**src/rtl/rshift_seq.sv**
```systemverilog
// Sequential right shifter: one bit per clock, logical or arithmetic fill,
// with a sticky flag collecting every bit shifted out of the LSB.
// Valid/ready handshake on both sides; one operand in flight at a time.
module rshift_seq #(
    parameter int DATA_W = 18,
    parameter int SH_W   = 5
) (
    input  logic              clk,
    input  logic              reset,
    input  logic              in_valid,
    output logic              in_ready,
    input  logic [DATA_W-1:0] entrada,
    input  logic [SH_W-1:0]   sh_amt,
    input  logic              arith,
    output logic              out_valid,
    input  logic              out_ready,
    output logic [DATA_W-1:0] saida,
    output logic              lost
);

    localparam int CNT_W = $clog2(DATA_W + 1);

    typedef enum logic [1:0] {IDLE, SHIFT, DONE} state_t;

    state_t           state;
    logic [CNT_W-1:0] count;
    logic             fill;
    logic [CNT_W-1:0] start_cnt;

    // Shift distances at or beyond the word width all behave like a full-width shift
    always_comb begin
        start_cnt = CNT_W'(sh_amt);
        if (int'(sh_amt) >= DATA_W)
            start_cnt = CNT_W'(DATA_W);
    end

    // Control FSM plus datapath; saida doubles as the working shift register
    always_ff @(posedge clk or negedge reset) begin
        if (!reset) begin
            state     <= IDLE;
            count     <= '0;
            fill      <= 1'b0;
            saida     <= '0;
            lost      <= 1'b0;
            in_ready  <= 1'b1;
            out_valid <= 1'b0;
        end else begin
            case (state)
                IDLE: begin
                    if (in_valid) begin
                        saida    <= entrada;
                        fill     <= arith & entrada[DATA_W-1];
                        lost     <= 1'b0;
                        count    <= start_cnt;
                        in_ready <= 1'b0;
                        if (start_cnt == '0) begin
                            state     <= DONE;
                            out_valid <= 1'b1;
                        end else begin
                            state <= SHIFT;
                        end
                    end
                end
                SHIFT: begin
                    saida <= {fill, saida[DATA_W-1:1]};
                    lost  <= lost | saida[0];
                    count <= count - 1'b1;
                    // count is never zero here; the last shift lands us in DONE
                    if (count == CNT_W'(1)) begin
                        state     <= DONE;
                        out_valid <= 1'b1;
                    end
                end
                DONE: begin
                    if (out_ready) begin
                        state     <= IDLE;
                        out_valid <= 1'b0;
                        in_ready  <= 1'b1;
                    end
                end
                default: begin
                    state     <= IDLE;
                    out_valid <= 1'b0;
                    in_ready  <= 1'b1;
                end
            endcase
        end
    end

endmodule
```
**config.mk**
```make
export PLATFORM = sky130hd
export DESIGN_NAME = rshift_seq
export DESIGN_NICKNAME = d
export VERILOG_FILES = /design/src/rtl/rshift_seq.sv
export SDC_FILE = /design/constraint.sdc
export NUM_CORES = 1
export LEC_CHECK = 0
export CAP_MARGIN = 15
export CORE_MARGIN = 2
export CORE_UTILIZATION = 49
export CTS_CLUSTER_DIAMETER = 30
export DETAILED_ROUTE_END_ITERATION = 6
export PLACE_DENSITY_LB_ADDON = 0.15
export SLEW_MARGIN = 20
export SYNTH_ARGS = -nofsm -noshare
export SYNTH_HDL_FRONTEND = slang
export SYNTH_SLANG_ARGS = --single-unit
```
**constraint.sdc**
```tcl
create_clock -name clk -period 4.31 [get_ports clk]
set_clock_uncertainty 0.2 [all_clocks]
set_input_delay 0.862 -clock clk [delete_from_list [all_inputs] [get_ports clk]]
set_output_delay 0.862 -clock clk [all_outputs]
set_load 0.01 [all_outputs]
```
Word level (Yosys, flattened, before mapping)

Index checks and enable logic that the tools add are counted.

Add/subtract/negate cells: 1
$mul: 0
Div/mod/pow operators: 0
Order comparisons: 1
Equal/unequal tests: 7
Shifts and indexed selects: 0
Mux-type cells: 19
Bitwise operators: 3
Reductions and logical operators: 8

Operator list:

| cell                                                                   | count |
|---|---|
| 18-bit one-hot mux with 2 select lines                                 | 1 |
| 18-bit 2-to-1 mux                                                      | 1 |
| 5-bit 2-to-1 mux                                                       | 2 |
| 5-bit one-hot mux with 2 select lines                                  | 1 |
| 2-bit 2-to-1 mux                                                       | 4 |
| 2-bit inequality test (second input constant)                          | 4 |
| 1-bit 2-to-1 mux                                                       | 6 |
| 1-bit one-hot mux with 3 select lines                                  | 2 |
| 2-bit one-hot mux with 3 select lines                                  | 1 |
| 3-bit AND reduction                                                    | 2 |
| 5-bit by 1-bit equality test with 1-bit output (second input constant) | 1 |
| 5-bit greater-or-equal comparator (second input constant)              | 1 |
| 5-bit logical NOT                                                      | 1 |
| 5-bit by 1-bit subtractor with 5-bit output (second input constant)    | 1 |
| 2-bit AND reduction                                                    | 2 |
| 4-bit AND reduction                                                    | 1 |
| 2-bit by 1-bit equality test with 1-bit output (second input constant) | 1 |
| 2-bit equality test (second input constant)                            | 1 |
| 2-bit logical NOT                                                      | 1 |
| 1-bit one-hot mux with 2 select lines                                  | 1 |
| 2-bit nonzero test                                                     | 1 |
| 1-bit AND                                                              | 1 |
| 1-bit NOT                                                              | 1 |
| 1-bit OR                                                               | 1 |

Register bits after elaboration: 29
Latch bits: 0
Bits in writable memories: 0
Bits in read-only memories: 0
Input port bits: 28
Output and inout bits: 21
Logic and storage cells: 46
Memories: 0

Longest topological paths before layout

Depth after elaboration: 6
Depth in mapped cells: 6

Worst setup path after synthesis

Ideal clock, no wire load.

Path kind: input port to flip-flop
Start: in in_valid
End: reg count[2]
Library setup time: 123 ps
Data arrival time: 1558 ps
Setup slack: 2429 ps
Stages: 4
Path buffers: 1
Cell sequence: buf_2 > nand2b_1 > o22a_1 > o221a_2

Cells in the longest elaborated chain, start to end: 2

RTL lines:

| item                                   | RTL line | text |
|---|---|---|
| start, declared                        | 10       | `input logic in_valid,` |
| 2-bit inequality test (no source line) | -        |  |
| 2-bit AND reduction (no source line)   | -        |  |
| end signal, assigned                   | 54       | `count <= start_cnt;` |
| end signal, assigned                   | 67       | `count <= count - 1'b1;` |
| end, declared                          | 26       | `logic [CNT_W-1:0] count;` |

No other way between the ends.
A chain may end at the register's enable or synchronous reset.

Worst setup path after layout

Start: in in_valid
End: reg saida[4]

Cells in the longest elaborated chain, start to end: 2

RTL lines:

| item                                   | RTL line | text |
|---|---|---|
| 2-bit inequality test (no source line) | -        |  |
| 2-bit AND reduction (no source line)   | -        |  |
| end signal, assigned                   | 51       | `saida <= entrada;` |
| end signal, assigned                   | 65       | `saida <= {fill, saida[DATA_W-1:1]};` |
| end, declared                          | 17       | `output logic [DATA_W-1:0] saida,` |

No other way between the ends.

==> run metrics <==
largest area contributor in the netlist dfrtp_1; Hold Crit Class flip-flop to flip-flop; Data arrival, critical path 2.48 ns; peak supply drop 0.486 mV; mapped cell area 1540 um^2; PD cells 699 nW/um^2; unrepaired setup endpoints after global routing false; clock latency on the worst-skew pair 0.32 ns; r2r endpoint saida[4]; top cells by area, synth dfrtp_1 45%, mux2i_1 12%, o21ai_0 5.5%, nand2_1 5.3%, nor2_1 2.2%; R2R cell count 3; hold_sp in_ready; Port Buffers 48; Yosys warning count 0; shortest period the worst path allows 2.49 ns; n_diodes 0; worst endpoint required time 4.30 ns; Setup Buffers After CTS 0; drt total wl 3460 um; Max Cap Violations 0; Pwr Total 1.46 mW; worst r2r src state[0]; final setup TNS 0 ns; clock sink total 29; max-slew violations 0; DRC errors left 0; period utilisation layout 57.8%; Slew @ Worst Pin 0.612 ns; Leak 0.866 nW; gr ovfl total 0; worst-case clock buffer depth 2; hold endpoint in_ready; CP max-delay cell clkdlybuf4s50_1; Via-to-Cell Ratio 5.21; largest net degree at the start of global routing 30; first-pass GRT wire length 5760 um; # IOs 49; CTS tree done; share of the synthesized area in the top cell type 45.4%; drt initial violations 42; fraction of layout cells with a size suffix above 1 7.35%; core area 3030 um^2; routed length per instance 13.9 um; DP Wirelength 2540 um; Filler Cells Inserted 253; top-count cell post-synth dfrtp_1; die width 60.1 um; FF/Latch Area 727 um^2; Netlist cell types 37; status finished, final reports clean; number of global-route vias before repair 1258; CP endpoint kind flip-flop; GPL Wtd Cong 0.826; worst path bufs/invs 2; Die Ht 60.1 um; die area 3620 um^2; DP Worst Slack 1.48 ns; sequential share of the synthesized area 47.1%; Post-layout nets 233; number of synthesized flops with an enable pin 0; final-report hold violation count 0; Setup CP Type input port to flip-flop; initial antenna violation count 0; Synth Register Bits 29; Final Setup Violations 0; delay-heaviest family, CP buffers and inverters; area of the multi-input gates 731 um^2; startpoint types input port; synth-to-layout area growth 35.3%; antenna-violating nets left 0; CP Cell Sequence clkdlybuf4s50_1, o21bai_2, buf_4, o21ai_0; Util after Layout 69.0%; Synth async-reset ratio 100%; Worst Slack Setup Final 1.82 ns; hold path depth 2; internal reg-to-reg setup slack 2.33 ns; Crit Path Max Fanout 22; First-pass DRT Iterations 4; Post-Syn Instances 156; Syn Area/Cell 9.90 um^2; Starting Density 51.0%; GRT Total Usage 22.0%; root buffer cell clkbuf_4; H-Tree Depth 2; Fmax 0.402 GHz; Rel. slew slack 59.1%; CTS clock-pin slew for the worst setup and hold paths 0.08 ns; CTS hold repair buffers 0; Synth Net Count 186; Vias 1291; Num CTS Buffers 5; # rows 20; Top FF cell, synth dfrtp_1; CP peak stage delay 0.56 ns; Resize count post-CTS 0; Synth top cells by count 28 x dfrtp_1, 22 x nand2_1, 19 x mux2i_1; hold_ws 0.301 ns
-- power by group --
group          internal (mW)  total (mW)  switching [mW]
Combinational          0.396       0.731           0.335
Sequential             0.411       0.562           0.150
Clock                 0.0804       0.168          0.0880
-- registers in the layout (all words and copies together) (netlist names) --
| name | count |
|---|---|
| lost | 1 |
| fill | 1 |
| out_valid | 1 |
| count | 5 |
| state | 2 |
| in_ready | 1 |
| saida | 18 |
-- worst max-delay path by stage --
stage                     startpoint  endpoint  slack [ns]  cells past startpoint
after floorplan             in_valid  count[2]        2.43                      4
after global placement      in_valid  saida[3]        1.59                      4
after detailed placement    in_valid  saida[4]        1.48                      4
after CTS                   in_ready  in_ready        1.83                      1
after global routing        in_valid  saida[4]        1.70                      5
final                       in_valid  saida[4]        1.82                      4
-- cell usage in the layout (no fill, tap or decap), types with 2 or more instances in the layout --
master,instances
clkdlybuf4s50_1,48
nor2_1,9
clkbuf_4,5
o221a_2,2
nand2_1,22
o21ai_1,6
inv_1,6
a21oi_1,3
nand2b_1,3
ha_1,2
o22a_1,2
nor3_1,3
buf_4,2
dfrtp_1,28
clkbuf_1,2
nor2b_1,2
mux2i_1,19
o31ai_1,2
a211oi_1,3
o21ai_0,17
-- per-stage QoR --
stage,std cells,area (um^2)
2_1_floorplan,156,1540
3_3_place_gp,240,2030
3_5_place_dp,240,2030
4_1_cts,248,2090
5_1_grt,248,2090
6_report,248,2090
-- worst min-delay path, cell delays in order, from the launching register on --
cell	delay (ns)
dfstp_2	0.38
nor2_1	0.08
a21oi_1	0.05
-- kinds of logic after synthesis --
logic type	synth area share [%]
compound gates	18.0
simple gates	13.9
flops	47.1
mux	13.0
buf+inv	5.83
fa+ha+maj	1.62
xor+xnor	0.567
-- layer usage --
| metal | share of wire (%) | vias up | global-route usage, % |
|---|---|---|---|
| met1 | 46 | 607 | 28.1 |
| met4 | 0.93 | 0 | 6.03 |
| met2 | 47 | 36 | 35.1 |
| li1 | - | 643 | - |
| met3 | 5.9 | 5 | 8.01 |
| met5 | 0 | - | 0 |
-- cell type report --
cell class | count | share of cell area (%)
repair buffers | 50 | 23.7
inverters | 6 | 1.08
clock buffers | 8 | 2.81
well taps | 44 | 2.63
multi-input cells | 111 | 35.0
flip-flops and latches | 29 | 34.8
No activity file was read; power rests on OpenSTA's default activity.
